### config.mk
export PLATFORM = sky130hd
export DESIGN_NAME = safe_level_fsm_flat
export DESIGN_NICKNAME = d
export VERILOG_FILES = /design/src/rtl/safe_level_fsm_if.sv /design/src/rtl/safe_level_fsm.sv /design/src/flat_wrapper.sv
export SDC_FILE = /design/constraint.sdc
export NUM_CORES = 1
export LEC_CHECK = 0
export ABC_AREA = 1
export ABC_CLOCK_PERIOD_IN_PS = 2000
export BUFFER_PORTS_ARGS = -buffer_cell sky130_fd_sc_hd__buf_4
export CORE_UTILIZATION = 54
export CTS_BUF_LIST = sky130_fd_sc_hd__clkbuf_2 sky130_fd_sc_hd__clkbuf_4 sky130_fd_sc_hd__clkbuf_8
export CTS_CLUSTER_SIZE = 8
export DETAILED_ROUTE_END_ITERATION = 6
export GPL_TIMING_DRIVEN = 1
export HOLD_SLACK_MARGIN = 0.1
export PLACE_DENSITY = 0.78
export SETUP_SLACK_MARGIN = 0.1
export SLEW_MARGIN = 20
export SYNTH_ARGS = -nofsm -noshare
export SYNTH_HDL_FRONTEND = slang
export SYNTH_SLANG_ARGS = --single-unit
### constraint.sdc
create_clock -name clk -period 2 [get_ports clk]
set_clock_uncertainty 0.1 [all_clocks]
set_input_delay 0.4 -clock clk [delete_from_list [all_inputs] [get_ports clk]]
set_output_delay 0.4 -clock clk [all_outputs]
set_load 0.01 [all_outputs]
### src/rtl/safe_level_fsm_if.sv
// Command/status bundle between the user command source and safe_level_fsm.
//   user_input   : command code, qualified by in_valid
//   in_valid     : command qualifier
//   out          : current level (0 while locked)
//   locked       : high while the FSM is in its timed lockout
//   err_pulse    : one-cycle pulse per rejected or saturated command
//   illegal_flag : sticky indication that an illegal state encoding was seen
// master = command source, slave = the FSM.
interface safe_level_fsm_if #(
   parameter int IN_W = 3,
   parameter int ST_W = 3
);
   logic [IN_W-1:0] user_input;
   logic            in_valid;
   logic [ST_W-1:0] out;
   logic            locked;
   logic            err_pulse;
   logic            illegal_flag;

   modport master (
      output user_input, in_valid,
      input  out, locked, err_pulse, illegal_flag
   );

   modport slave (
      input  user_input, in_valid,
      output out, locked, err_pulse, illegal_flag
   );
endinterface

### src/rtl/safe_level_fsm.sv
// Level-stepping FSM with saturating boundaries, consecutive-error counter,
// timed lockout and illegal-encoding recovery. All outputs are registered.
// Ports:
//   clk : clock, rising edge
//   rst : asynchronous reset, active-high
//   bus : safe_level_fsm_if.slave (user_input, in_valid in; out, locked,
//         err_pulse, illegal_flag out)
//
// state      | meaning
// -----------+--------------------------------------------------------------
// LEVELk (k) | legal level k, 0 <= k < NUM_LEVELS; steps on UP/DOWN/CLR
// LOCK (all1)| lockout after MAX_ERR consecutive errors; LOCK_CYCLES cycles
// other      | illegal encoding; recovers to LEVEL0 and sets illegal_flag
module safe_level_fsm #(
   parameter int IN_W        = 3,
   parameter int ST_W        = 3,
   parameter int NUM_LEVELS  = 7,
   parameter int MAX_ERR     = 3,
   parameter int LOCK_CYCLES = 8
) (
   input logic              clk,
   input logic              rst,
   safe_level_fsm_if.slave  bus
);

   localparam int ERR_W = $clog2(MAX_ERR + 1);
   localparam int LCK_W = (LOCK_CYCLES > 1) ? $clog2(LOCK_CYCLES) : 1;

   typedef enum logic [ST_W-1:0] {
      LEVEL0 = {ST_W{1'b0}},
      LOCK   = {ST_W{1'b1}}
   } state_t;

   localparam logic [ST_W-1:0]  NUM_L     = ST_W'(NUM_LEVELS);
   localparam logic [ST_W-1:0]  TOP_LEVEL = ST_W'(NUM_LEVELS - 1);
   localparam logic [ERR_W-1:0] ERR_MAX   = ERR_W'(MAX_ERR);
   localparam logic [LCK_W-1:0] LOCK_LOAD = LCK_W'(LOCK_CYCLES - 1);

   localparam logic [IN_W-1:0] CMD_HOLD = IN_W'(0);
   localparam logic [IN_W-1:0] CMD_UP   = IN_W'(1);
   localparam logic [IN_W-1:0] CMD_DOWN = IN_W'(2);
   localparam logic [IN_W-1:0] CMD_CLR  = IN_W'(3);

   logic [ST_W-1:0]  state_q, state_d;
   logic [ERR_W-1:0] err_q, err_d, err_inc;
   logic [LCK_W-1:0] lock_q, lock_d;
   logic             illegal_q, illegal_d;
   logic             pulse_d, err_event;
   logic             is_level, is_lock;

   logic [ST_W-1:0]  out_q;
   logic             locked_q, pulse_q;

   assign is_level = (state_q < NUM_L);
   assign is_lock  = (state_q == LOCK);
   assign err_inc  = (err_q == ERR_MAX) ? err_q : err_q + 1'b1;

   always_comb begin
      state_d   = state_q;
      err_d     = err_q;
      lock_d    = lock_q;
      illegal_d = illegal_q;
      pulse_d   = 1'b0;
      err_event = 1'b0;

      unique case ({is_lock, is_level})
         2'b01: begin
            if (bus.in_valid) begin
               case (bus.user_input)
                  CMD_HOLD: ;
                  CMD_UP: begin
                     if (state_q != TOP_LEVEL) begin
                        state_d = state_q + 1'b1;
                        err_d   = '0;
                     end else begin
                        err_event = 1'b1;
                     end
                  end
                  CMD_DOWN: begin
                     if (state_q != LEVEL0) begin
                        state_d = state_q - 1'b1;
                        err_d   = '0;
                     end else begin
                        err_event = 1'b1;
                     end
                  end
                  CMD_CLR: begin
                     state_d = LEVEL0;
                     err_d   = '0;
                  end
                  default: err_event = 1'b1;
               endcase

               if (err_event) begin
                  pulse_d = 1'b1;
                  err_d   = err_inc;
                  // Reaching the limit enters LOCK on this same edge.
                  if (err_inc == ERR_MAX) begin
                     state_d = LOCK;
                     lock_d  = LOCK_LOAD;
                  end
               end
            end
         end
         2'b10: begin
            // Timer runs regardless of commands; exit after the zero cycle.
            if (lock_q == '0) begin
               state_d = LEVEL0;
               err_d   = '0;
            end else begin
               lock_d = lock_q - 1'b1;
            end
         end
         default: begin
            state_d   = LEVEL0;
            err_d     = '0;
            lock_d    = '0;
            illegal_d = 1'b1;
         end
      endcase
   end

   always_ff @(posedge clk or posedge rst) begin
      if (rst) begin
         state_q   <= LEVEL0;
         err_q     <= '0;
         lock_q    <= '0;
         illegal_q <= 1'b0;
         out_q     <= '0;
         locked_q  <= 1'b0;
         pulse_q   <= 1'b0;
      end else begin
         state_q   <= state_d;
         err_q     <= err_d;
         lock_q    <= lock_d;
         illegal_q <= illegal_d;
         out_q     <= (state_d == LOCK) ? '0 : state_d;
         locked_q  <= (state_d == LOCK);
         pulse_q   <= pulse_d;
      end
   end

   assign bus.out          = out_q;
   assign bus.locked       = locked_q;
   assign bus.err_pulse    = pulse_q;
   assign bus.illegal_flag = illegal_q;

endmodule

### src/flat_wrapper.sv
// flat-port wrapper written by rule: the top's interface ports become plain ports
module safe_level_fsm_flat 
#(
   parameter int IN_W        = 3,
   parameter int ST_W        = 3,
   parameter int NUM_LEVELS  = 7,
   parameter int MAX_ERR     = 3,
   parameter int LOCK_CYCLES = 8
)
  (clk, rst, bus_user_input, bus_in_valid, bus_out, bus_locked, bus_err_pulse, bus_illegal_flag);
  safe_level_fsm_if #(.IN_W(IN_W), .ST_W(ST_W)) bus_i ();
  input logic clk;
  input logic rst;
  input wire logic [$bits(bus_i.user_input)-1:0] bus_user_input;
  input wire logic [$bits(bus_i.in_valid)-1:0] bus_in_valid;
  output wire logic [$bits(bus_i.out)-1:0] bus_out;
  output wire logic [$bits(bus_i.locked)-1:0] bus_locked;
  output wire logic [$bits(bus_i.err_pulse)-1:0] bus_err_pulse;
  output wire logic [$bits(bus_i.illegal_flag)-1:0] bus_illegal_flag;
  assign bus_i.user_input = bus_user_input;
  assign bus_i.in_valid = bus_in_valid;
  assign bus_out = bus_i.out;
  assign bus_locked = bus_i.locked;
  assign bus_err_pulse = bus_i.err_pulse;
  assign bus_illegal_flag = bus_i.illegal_flag;
  safe_level_fsm #(.IN_W(IN_W), .ST_W(ST_W), .NUM_LEVELS(NUM_LEVELS), .MAX_ERR(MAX_ERR), .LOCK_CYCLES(LOCK_CYCLES)) u_core (.clk(clk), .rst(rst), .bus(bus_i));
endmodule
Word-level counts from Yosys, hierarchy flattened
Index checks and enable logic that the tools add are counted.

storage, ports and cells
  register bits = 14
  latch bits = 0
  RAM bits = 0
  bits in read-only memories = 0
  bits of input ports = 6
  output and inout bits = 6
  logic and storage cells = 67
  memories = 0

cells by class
  add/sub/neg operators = 4
  multiply operators = 0
  divide/modulo/power cells = 0
  order comparisons = 1
  equality and inequality tests = 18
  shift-type cells = 0
  mux-type cells = 30
  bitwise gates (word level) = 0
  reduce and logical (&&, ||, !) cells = 7

operators by type and width
  cell                   number
  $mux W3                11
  $mux W2                6
  $pmux W3 S2            2
  $pmux W3 S3            1
  $ne A4 B2 Y1 const B   2
  $mux W1                7
  $eq A2 B2 Y1 const B   3
  $eq A3 B2 Y1 const B   2
  $eq A3 B3 Y1 const B   2
  $logic_not A3 Y1       2
  $ne A2 B1 Y1 const B   3
  $pmux W2 S3            1
  $sub A3 B1 Y3 const B  2
  $ne A5 B4 Y1 const B   1
  $reduce_and A5 Y1      1
  $ne A2 B2 Y1 const B   2
  $pmux W2 S2            1
  $reduce_and A4 Y1      1
  $reduce_or A2 Y1       2
  $add A3 B1 Y3 const B  1
  $eq A3 B1 Y1 const B   1
  $lt A3 B3 Y1 const B   1
  $ne A3 B3 Y1 const B   1
  $pmux W1 S3            1
  other kinds (3)        3

Longest topological paths before layout
Gate-level depths: netlist of the first run.

  word-level depth = 10
  gate-level depth with buffers = 13
  depth with buffers taken out = 13

Worst setup path before layout of the first run
No wires, ideal clock.

  path type = register -> register
  from = register u_core.state_q[2]
  to = register u_core.lock_q[0]
  setup time = 95 ps
  arrival = 1744 ps
  required time = 1805 ps
  slack = 61 ps
  stages on the path, launching flop included = 12
  path buffers = 1
  period minus slack after synthesis = 1939 ps
  cell sequence = dfrtp_1 -> inv_2 -> nor3_1 -> inv_1 -> ha_1 -> buf_2 -> inv_1 -> nor2_1 -> inv_1 -> o21ai_0 -> a21o_1 -> o31ai_1

on the way
  longest elaborated chain between the ends = 7
  elaborated cells between the ends (all ways) = 17

RTL lines
  what                                                line                                        source
  start: declaration                                  safe_level_fsm.sv:44                        logic [ST_W-1:0] state_q, state_d;
  start signal: assignment                            safe_level_fsm.sv:133                       state_q <= state_d;
  $ne A3 B3 Y1 or $reduce_bool A3 Y1 (tied branches)  safe_level_fsm.sv:72, safe_level_fsm.sv:80
  $mux W1 (on tied branches)                          safe_level_fsm.sv:72, safe_level_fsm.sv:80
  $pmux W1 S3                                         safe_level_fsm.sv:69                        case (bus.user_input)
  $mux W1                                             safe_level_fsm.sv:68                        if (bus.in_valid) begin
  $mux W1                                             safe_level_fsm.sv:66                        unique case ({is_lock, is_level})
  $ne A2 B1 Y1 (no source line)                       --
  $reduce_and A4 Y1 (no source line)                  --
  end signal: assignment                              safe_level_fsm.sv:135                       lock_q <= lock_d;
  end: declaration                                    safe_level_fsm.sv:46                        logic [LCK_W-1:0] lock_q, lock_d;

Several ways; a longest one is shown, not always the timed one. The select of a mux whose other input is x is not followed.
A chain may end at the register's enable or synchronous reset.

Worst setup path after layout of the first run
  from = register u_core.state_q[0]
  to = register u_core.out_q[1] (netlist: u_core.bus.out[1])

on the way
  longest elaborated chain between the ends = 10
  elaborated cells between the ends (all ways) = 23

RTL lines
  what                                                                   line                   source
  parallel branches: the longest is 7 deep, another holds $sub A3 B1 Y3  --
  $pmux W3 S2 *                                                          safe_level_fsm.sv:66
  $eq A3 B3 Y1                                                           safe_level_fsm.sv:137  out_q <= (state_d == LOCK) ? '0 : state_d;
  $mux W3 *                                                              safe_level_fsm.sv:137
  end signal: assignment                                                 safe_level_fsm.sv:137
  end: declaration                                                       safe_level_fsm.sv:51   logic [ST_W-1:0] out_q;

Every way passes the cells marked *. The select of a mux whose other input is x is not followed.

==> results of run 1 <==
[flip-flops by register name, summed over array words and instances, names as in the netlist]
register	count
u_core.bus.err_pulse	1
u_core.bus.illegal_flag	1
u_core.bus.locked	1
u_core.bus.out	3
u_core.err_q	2
u_core.lock_q	3
u_core.state_q	3
[worst max-delay path: stages (launching register included)]
cell,delay [ns]
dfrtp_2,0.45
clkinv_4,0.12
nor3_4,0.22
buf_6,0.14
ha_4,0.15
nand2_2,0.08
buf_4,0.14
nor2_2,0.11
inv_1,0.07
nand2_2,0.12
nand2_2,0.09
a21oi_2,0.12
[cells by family after synthesis]
kind of cell | synth area share (%)
AO/OA/AOI/OAI | 12.6
buffers and inverters | 11.2
flip-flops | 34.6
adder cells (fa/ha/maj) | 11.1
AND/OR/NAND/NOR | 29.6
XOR/XNOR | 0.864
[layer usage]
metal | wire (um) | share of wire, %
met1 | 1230 | 39
met2 | 1600 | 50
met3 | 229 | 7.2
met4 | 140 | 4.4
met5 | 0 | 0
[cells in the mapped netlist, drive strengths merged]
master | instances | area [um2]
nand2 | 38 | 160
inv | 29 | 109
dfrtp | 14 | 350
nor2 | 13 | 63.8
a21oi | 12 | 67.6
nand3 | 12 | 65.1
ha | 9 | 113
o21ai | 9 | 45.0
a21o | 1 | 7.51
buf | 1 | 5.00
nor3 | 1 | 5.00
o31ai | 1 | 7.51
or2 | 1 | 6.26
xor2 | 1 | 8.76
[power groups by stage]
stage | Sequential (mW) | Clock (mW) | Combinational (mW)
final | 0.548 | 0.220 | 1.25
after detailed placement | 0.503 | 0 | 0.868
after global routing | 0.557 | 0.231 | 1.36
after global placement | 0.494 | 0 | 0.838
after CTS | 0.504 | 0.209 | 0.909
after floorplan | 0.504 | 0 | 0.589
[timing repair]
action	4_1_cts	5_1_grt
pin swaps	3	11
buffers inserted	3	5
setup endpoints to repair	6	12
resized for setup	7	45
hold endpoints to repair	14	0
hold buffers	1	0
[through the flow]
stage / TNS (ns) / util, % / hold WS [ns]
after floorplan: 0 / - / 0.189
after global placement: 0 / 66.3 / 0.351
after detailed placement: -0.0372 / 66.3 / 0.356
after CTS: 0 / 71.3 / 0.308
after global routing: -0.00861 / 83.1 / 0.361
final: 0 / 83.1 / 0.368
[final cells by class]
| class | instances | area, um2 | area share, % |
|---|---|---|---|
| clock buffers | 4 | 36.3 | 2.50 |
| flip-flops and latches | 14 | 354 | 24.4 |
| repair buffers | 24 | 186 | 12.9 |
| inverters | 29 | 119 | 8.20 |
| multi-input cells | 98 | 723 | 49.9 |
| well taps | 25 | 31.3 | 2.16 |
[worst paths after layout]
path,from,endpoint,slack [ns]
hold reg to reg,u_core.bus.illegal_flag,u_core.bus.illegal_flag,0.39
min in group asynchronous,rst,u_core.err_q[1],0.61
setup / recovery,u_core.state_q[0],u_core.bus.out[1],0.03
max in group asynchronous,rst,u_core.state_q[0],0.79
hold / removal,bus_in_valid,u_core.bus.err_pulse,0.37
setup reg to reg,u_core.state_q[0],u_core.bus.out[1],0.03
==> impl_metrics.json, run 1 <==
{
  "routedWlPerCell_um": 16.5,
  "cp.required_ns": 2.13,
  "antenna_found_initial": 0,
  "dp_hpwl_um": 1680,
  "drt_first_pass_iters": 4,
  "switching_power_uw": 971,
  "fp.dieW_um": 45.3,
  "port_buffers": 11,
  "final.period_utilization_pct": 98.4,
  "cts_buffer_depth": 2,
  "clk_latency_ns": 0.31,
  "rsz0062_at_grt": "true",
  "gp_congestion": 0.884,
  "grt_pass1_vias": 940,
  "io_pins": 12,
  "p_per_area_nw_per_um2": 1390,
  "post-place-ws_ns": -0.0372,
  "design_area_um2": 1450,
  "cts-htree-levels": 1,
  "synth.distinct_cells": 22,
  "final.setup.worst_slack_ns": 0.0316,
  "ys_warn_count": 0,
  "final_cell_mix": "nand2_1, buf_4, inv_1",
  "worstMarginPinSlew_ns": 0.543,
  "hold_path.class": "input pin to register",
  "overflow": 0,
  "synthCells": 142,
  "status": "complete, no violations",
  "hold_depth": 3,
  "cts-root-buf": "clkbuf_4",
  "synth-seq-area-share_pct": 34.6,
  "use_met2_pct": 44.6,
  "p_seq_share_pct": 27.1,
  "initial_utilization_pct": 58.1,
  "max_freq_mhz": 508,
  "clk_pin_slew_ns": 0.09,
  "via_count": 1092,
  "wirelength_um": 3200,
  "cts_tree": "done",
  "slew_headroom_pct": 63.7,
  "grt_pass1_wl_um": 3890,
  "worstPathMaxFanout": 5,
  "syn_nets": 157,
  "setup_viol": 0,
  "antenna_left": 0,
  "fillCellCount": 93,
  "finalHoldViolCount": 0,
  "synth.avg_cell_area_um2": 7.14,
  "p_total_mw": 2.02,
  "fp-row-count": 15,
  "ys_ff_latch": 14,
  "syn_area_um2": 1010,
  "cp-start-kind": "register",
  "viasPerCell": 5.63,
  "place_inst": 181,
  "grt_usage_pct": 26.5,
  "use_met3_pct": 9.20,
  "p_clk_share_pct": 10.9,
  "use_met1_pct": 31.1,
  "fp.coreArea_um2": 1750,
  "layout_commonest_cell": "nand2_1",
  "swShare_pct": 48.0,
  "power_frac_comb_pct": 62.0,
  "drt_iter0_markers": 54,
  "internal_power_mw": 1.05,
  "grt_max_degree": 15,
  "cts_sinks": 14,
  "fin_cells": 194,
  "placed_area_um2": 1160,
  "cts-buffers-inserted": 3,
  "drcViolationCount": 0,
  "peakVddDrop_mv": 1.12,
  "grt-busiest-layer": "met2",
  "period_minus_slack_ns": 1.97,
  "p_leak_nw": 0.727,
  "die-height_um": 45.3,
  "timing.final.max_slew_violations": 0,
  "antenna_cells": 0,
  "critPathArrivalTime_ns": 2.10,
  "area_growth_pct": 43.1,
  "die_area_um2": 2050,
  "rr_worst_depth": 11,
  "nets": 185,
  "cp-end-kind": "register",
  "critPathKind": "register to register",
  "drive_gt1_share_pct": 46.2,
  "drv_cap": 0
}
Note: power is estimated with default switching activity, not from simulation.
==> run 2, diff against run 1 <==
--- a/config.mk
+++ b/config.mk
@@ -5,16 +5,14 @@
 export SDC_FILE = /design/constraint.sdc
 export NUM_CORES = 1
 export LEC_CHECK = 0
-export ABC_AREA = 1
 export ABC_CLOCK_PERIOD_IN_PS = 2000
 export BUFFER_PORTS_ARGS = -buffer_cell sky130_fd_sc_hd__buf_4
-export CORE_UTILIZATION = 54
+export CORE_UTILIZATION = 35
 export CTS_BUF_LIST = sky130_fd_sc_hd__clkbuf_2 sky130_fd_sc_hd__clkbuf_4 sky130_fd_sc_hd__clkbuf_8
 export CTS_CLUSTER_SIZE = 8
 export DETAILED_ROUTE_END_ITERATION = 6
 export GPL_TIMING_DRIVEN = 1
 export HOLD_SLACK_MARGIN = 0.1
-export PLACE_DENSITY = 0.78
 export SETUP_SLACK_MARGIN = 0.1
 export SLEW_MARGIN = 20
 export SYNTH_ARGS = -nofsm -noshare
==> impl_metrics.json, run 2 <==
{
  "status": "finished, violations left",
  "violations": "negative setup slack",
  "wirelength_um": 2420,
  "grt_usage_pct": 16.1,
  "rr_worst_depth": 8,
  "die_area_um2": 3250,
  "p_per_area_nw_per_um2": 1360,
  "fp.dieW_um": 57.0,
  "synth_edf_count": 0,
  "drcViolationCount": 0,
  "drt_iter0_markers": 20,
  "synth-main-ff-cell": "dfrtp_1",
  "port_buffers": 11,
  "grt_pass1_wl_um": 4030,
  "r2r_start": "u_core.state_q[1]",
  "syn_nets": 123,
  "path_cells": "inv_2, ha_4, and4bb_2, o31ai_4, buf_4, a221oi_4, o21ai_1, a22o_1",
  "synth.avg_cell_area_um2": 9.80,
  "regToRegSetupSlack_ns": -0.04,
  "antenna_left": 0,
  "seq_area_um2": 353,
  "area_growth_pct": 36.5,
  "fp-row-count": 19,
  "setup_tns_ns": -0.108,
  "final_cell_mix": "buf_4, dfrtp_1, nor2_1",
  "antenna_cells": 0,
  "cp-start-kind": "register",
  "viasPerCell": 5.23,
  "fin_cells": 167,
  "p_leak_nw": 0.646,
  "slowest_delay_ns": 0.48,
  "netlist.area_leader.share_pct": 33.1,
  "timing.final.max_slew_violations": 0,
  "clk_pin_slew_ns": 0.09,
  "overflow": 0,
  "synth_xor_area_share_pct": 0,
  "cp.required_ns": 2.08,
  "post-place-ws_ns": -0.0509,
  "critPathArrivalTime_ns": 2.12,
  "routedWlPerCell_um": 14.5,
  "worstMarginPinSlew_ns": 0.532,
  "synth_simple_gate_area_share_pct": 18.2,
  "hold_path.class": "input pin to register",
  "yosys-top-cells-area": "dfrtp_1, ha_1, inv_1, nor2_1, nand2b_1",
  "antenna_found_initial": 0,
  "place_inst": 155,
  "grt_pass1_vias": 892,
  "initial_utilization_pct": 37.7,
  "worstReg2RegEnd": "u_core.lock_q[2]",
  "io_pins": 12,
  "use_met3_pct": 4.31,
  "max_freq_mhz": 489,
  "cts-root-buf": "clkbuf_4",
  "drive_gt1_share_pct": 48.5,
  "via_count": 874,
  "use_met2_pct": 29.1,
  "dp_hpwl_um": 1760,
  "critPathLaunch": "u_core.state_q[1]",
  "drt_first_pass_iters": 4,
  "synth-async-reset-ratio_pct": 100,
  "final.period_utilization_pct": 102,
  "grt_max_degree": 15,
  "worstPathMaxFanout": 5,
  "ys_top_cells_by_count": "dfrtp_1, inv_1, ha_1, nor2_1, a21oi_1",
  "crit_cells": 8,
  "fp.coreArea_um2": 2810,
  "finalHoldViolCount": 0,
  "synth-seq-area-share_pct": 33.1,
  "slew_headroom_pct": 64.5,
  "rsz0062_at_grt": "true",
  "yosysMostFrequentCell": "dfrtp_1",
  "die-height_um": 57.0,
  "ys_ff_latch": 14,
  "critPathKind": "register to register",
  "grt-busiest-layer": "met2",
  "ys_warn_count": 0,
  "synth.distinct_cells": 42,
  "nets": 152,
  "gp_congestion": 0.811,
  "synth-adder-area-share_pct": 10.6,
  "worst_path_max_delay_cell": "dfrtp_2",
  "synth_compound_area_share_pct": 30.3,
  "cts_buffer_depth": 2,
  "critPathBufInv": 2,
  "clk_latency_ns": 0.28,
  "cts_sinks": 14,
  "cts-htree-levels": 1,
  "cts_tree": "done",
  "fillCellCount": 257,
  "whs_ns": 0.299,
  "synth_top_family_by_area": "compound AO/OA/AOI/OAI gates",
  "synthCells": 108,
  "yosysTopAreaCell": "dfrtp_1",
  "use_met1_pct": 18.8,
  "synthMuxAreaShare_pct": 1.06,
  "final.setup.worst_slack_ns": -0.0440,
  "drv_cap": 0,
  "cp-end-kind": "register",
  "syn_area_um2": 1060,
  "multiInputGateArea_um2": 756,
  "period_minus_slack_ns": 2.04,
  "p_total_mw": 1.97,
  "peakVddDrop_mv": 0.686,
  "endpoint": "u_core.lock_q[2]",
  "layout_commonest_cell": "buf_4",
  "crit_family": "compound AO/OA/AOI/OAI gates",
  "setup_viol": 5,
  "cts-buffers-inserted": 3
}
-- run 2: area by class of cell --
cell class	count	share of cell area (%)
timing repair buffer	29	15.2
multi-input combinational	78	52.3
tap	31	2.68
inverter	11	2.86
sequential	14	24.4
clock buffer	4	2.51
-- run 2: worst register-to-register path, stage by stage (launching register included) --
cell and delay (ns):
dfrtp_2 0.48, inv_2 0.11, ha_4 0.13, and4bb_2 0.28, o31ai_4 0.09, buf_4 0.16
a221oi_4 0.27, o21ai_1 0.11, a22o_1 0.21
-- run 2: layer usage --
layer	share of wire, %	vias up
li1	-	443
met1	44	411
met2	51	14
met3	3.1	6
met4	1.6	0
met5	0	-
-- run 2: logic make-up (layout without fill, tap and decap cells) --
group                    count (synthesis)  after routing
AO/OA/AOI/OAI                           35             35
AND/OR/NAND/NOR                         33             33
buffers and inverters                   16             44
flip-flops                              14             14
adder cells (fa/ha/maj)                  9              9
multiplexers                             1              1
-- run 2: power breakdown --
| part | internal (mW) | switching, mW |
|---|---|---|
| combinational | 0.648 | 0.599 |
| sequential | 0.413 | 0.102 |
| clock | 0.111 | 0.0949 |
| total | 1.17 | 0.797 |
-- run 2: per-stage QoR --
step / instance area [um2] / util [%]
2_1_floorplan: 1150 / -
3_5_place_dp: 1310 / 46.6
5_1_grt: 1450 / 51.5
4_1_cts: 1420 / 50.6
6_report: 1450 / 51.5
3_3_place_gp: 1310 / 46.6
-- run 2: what timing repair did --
action	in CTS	in global routing
setup endpoints to repair	9	11
resized for setup	8	2
buffers inserted	5	2
hold buffers	1	0
cloned	0	0
pin swaps	8	7
endpoints found under the hold margin	14	0
-- run 2: worst min-delay path by stage --
stage                                        from                      end  slack [ns]  cells past startpoint
final                                bus_in_valid     u_core.bus.err_pulse        0.30                      3
after global routing                 bus_in_valid     u_core.bus.err_pulse        0.31                      3
after CTS                            bus_in_valid     u_core.bus.err_pulse        0.29                      3
after detailed placement  u_core.bus.illegal_flag  u_core.bus.illegal_flag        0.35                      1
after global placement    u_core.bus.illegal_flag  u_core.bus.illegal_flag        0.35                      1
after floorplan                               rst     u_core.bus.err_pulse        0.19                      1
==> run 3, diff against run 2 <==
--- a/config.mk
+++ b/config.mk
@@ -7,6 +7,8 @@
 export LEC_CHECK = 0
 export ABC_CLOCK_PERIOD_IN_PS = 2000
 export BUFFER_PORTS_ARGS = -buffer_cell sky130_fd_sc_hd__buf_4
+export CORE_ASPECT_RATIO = 0.5
+export CORE_MARGIN = 10
 export CORE_UTILIZATION = 35
 export CTS_BUF_LIST = sky130_fd_sc_hd__clkbuf_2 sky130_fd_sc_hd__clkbuf_4 sky130_fd_sc_hd__clkbuf_8
 export CTS_CLUSTER_SIZE = 8
==> impl_metrics.json, run 3 (synthesized netlist as in run 2, its figures left out) <==
{
  "finalHoldViolCount": 0,
  "p_clk_share_pct": 12.6,
  "drive_gt1_share_pct": 54.8,
  "status": "finished, violations left",
  "slew_headroom_pct": 62.8,
  "grt_max_degree": 15,
  "overflow": 0,
  "worstPathMaxFanout": 5,
  "regToRegSetupSlack_ns": -0.02,
  "violations": "negative setup slack",
  "initial_utilization_pct": 38.7,
  "routedWlPerCell_um": 13.7,
  "p_per_area_nw_per_um2": 1360,
  "peakVddDrop_mv": 0.536,
  "cp-start-kind": "register",
  "rsz0062_at_grt": "true",
  "ctsHoldBuffers": 0,
  "cp-end-kind": "register",
  "port_buffers": 11,
  "final.setup.worst_slack_ns": -0.0163,
  "fp-row-count": 13,
  "path_cells": "buf_6, ha_4, and4b_4, o31ai_4, o31a_4, o32ai_4, a211oi_2",
  "setup_tns_ns": -0.0255,
  "cts_buffer_depth": 2,
  "placed_area_um2": 1350,
  "place_inst": 166,
  "drt_iter0_markers": 61,
  "rr_worst_depth": 7,
  "setup_viol": 2,
  "worstReg2RegEnd": "u_core.bus.out[2]",
  "cts-buffers-inserted": 3,
  "antenna_left": 0,
  "drcViolationCount": 0,
  "cts_sinks": 14,
  "swShare_pct": 38.6,
  "clk_pin_slew_ns": 0.06,
  "critPathKind": "register to register",
  "wirelength_um": 2510,
  "design_area_um2": 1630,
  "grt_usage_pct": 8.97,
  "timing.final.max_slew_violations": 0,
  "final_cell_mix": "buf_4, dfrtp_1, nor2_1",
  "fin_cells": 183,
  "layout_commonest_cell": "buf_4",
  "viasPerCell": 4.87,
  "final.period_utilization_pct": 101,
  "via_count": 891,
  "critPathArrivalTime_ns": 2.08,
  "fp.coreArea_um2": 2730,
  "p_total_mw": 2.22,
  "cts-root-buf": "clkbuf_8",
  "cp.required_ns": 2.06,
  "switching_power_uw": 856,
  "grt_pass1_vias": 890,
  "drv_cap": 0,
  "p_seq_share_pct": 23.3,
  "nets": 162,
  "period_minus_slack_ns": 2.02,
  "drt_first_pass_iters": 4,
  "cts-htree-levels": 1,
  "hold_path.class": "input pin to async pin",
  "worst_path_max_delay_cell": "dfrtp_2",
  "p_leak_nw": 0.717,
  "clk_latency_ns": 0.25,
  "area_growth_pct": 53.5,
  "worstMarginPinSlew_ns": 0.558,
  "fp.dieW_um": 97.8,
  "die-height_um": 58.9,
  "r2r_start": "u_core.state_q[1]",
  "antenna_found_initial": 0,
  "whs_ns": 0.101,
  "gp_congestion": 0.791,
  "die_area_um2": 5760,
  "io_pins": 12,
  "antenna_cells": 0,
  "internal_power_mw": 1.36,
  "max_freq_mhz": 496,
  "cts_tree": "done",
  "grt_pass1_wl_um": 4270,
  "dp_hpwl_um": 1860,
  "power_frac_comb_pct": 64.1,
  "slowest_delay_ns": 0.45
}
-- run 3: changes by cell type in the layout (fill, tap and decap cells not counted), moves of 2 or more --
cell      change
buf_4         +7
clkbuf_8      +3
buf_6         +4
ha_4          +2
clkbuf_4      -3
ha_2          -3
-- run 3: cell type report --
class	instances	area, um2
fillers	226	1110
inverters	11	43.8
repair buffers	39	308
multi-input cells	78	820
flip-flops and latches	14	353
clock buffers	4	55.1
well taps	37	46.3
-- run 3: what timing repair did --
item	in CTS	in global routing
buffers inserted	9	4
resized for setup	8	16
setup endpoints to repair	8	12
pin swaps	11	14
-- run 3: per-stage QoR --
step,setup slack [ns],utilization [%]
6_report,-0.0163,59.5
5_1_grt,-0.0997,59.5
4_1_cts,-0.0340,55.3
3_5_place_dp,-0.0604,49.5
3_3_place_gp,-0.0467,49.5
2_1_floorplan,0.0704,-
-- run 3: how the worst max path moves through the flow --
stage | from | end | slack [ns] | depth (start not counted)
2_1_floorplan | u_core.state_q[1] | u_core.lock_q[2] | 0.07 | 9
3_3_place_gp | u_core.state_q[1] | u_core.bus.out[2] | -0.05 | 6
3_5_place_dp | u_core.state_q[0] | u_core.bus.out[2] | -0.06 | 7
4_1_cts | u_core.state_q[0] | u_core.lock_q[2] | -0.03 | 8
5_1_grt | u_core.state_q[1] | u_core.bus.out[0] | -0.1 | 8
6_report | u_core.state_q[1] | u_core.bus.out[2] | -0.02 | 7
-- run 3: power by group through the flow --
stage	Sequential, mW	Clock (mW)	Combinational (mW)
floorplan	0.516	0	0.772
global placement	0.507	0	1.13
detailed placement	0.509	0	1.14
CTS	0.497	0.287	1.30
global route	0.534	0.298	1.56
finish	0.517	0.279	1.42
-- run 3: critical path, delay by kind of cell (launching register included) --
family          cells  cell delay, ns
simple gates        1            0.20
flops               1            0.45
fa+ha+maj           1            0.15
compound gates      4            0.88
buf+inv             1            0.14
-- run 3: metal layers --
metal	vias up	global-route usage (%)	part of all wire, %
met3	4	3.38	4.4
li1	467	-	-
met5	-	0	0
met1	404	11.5	50
met2	16	13.8	44
met4	0	2.47	1.0
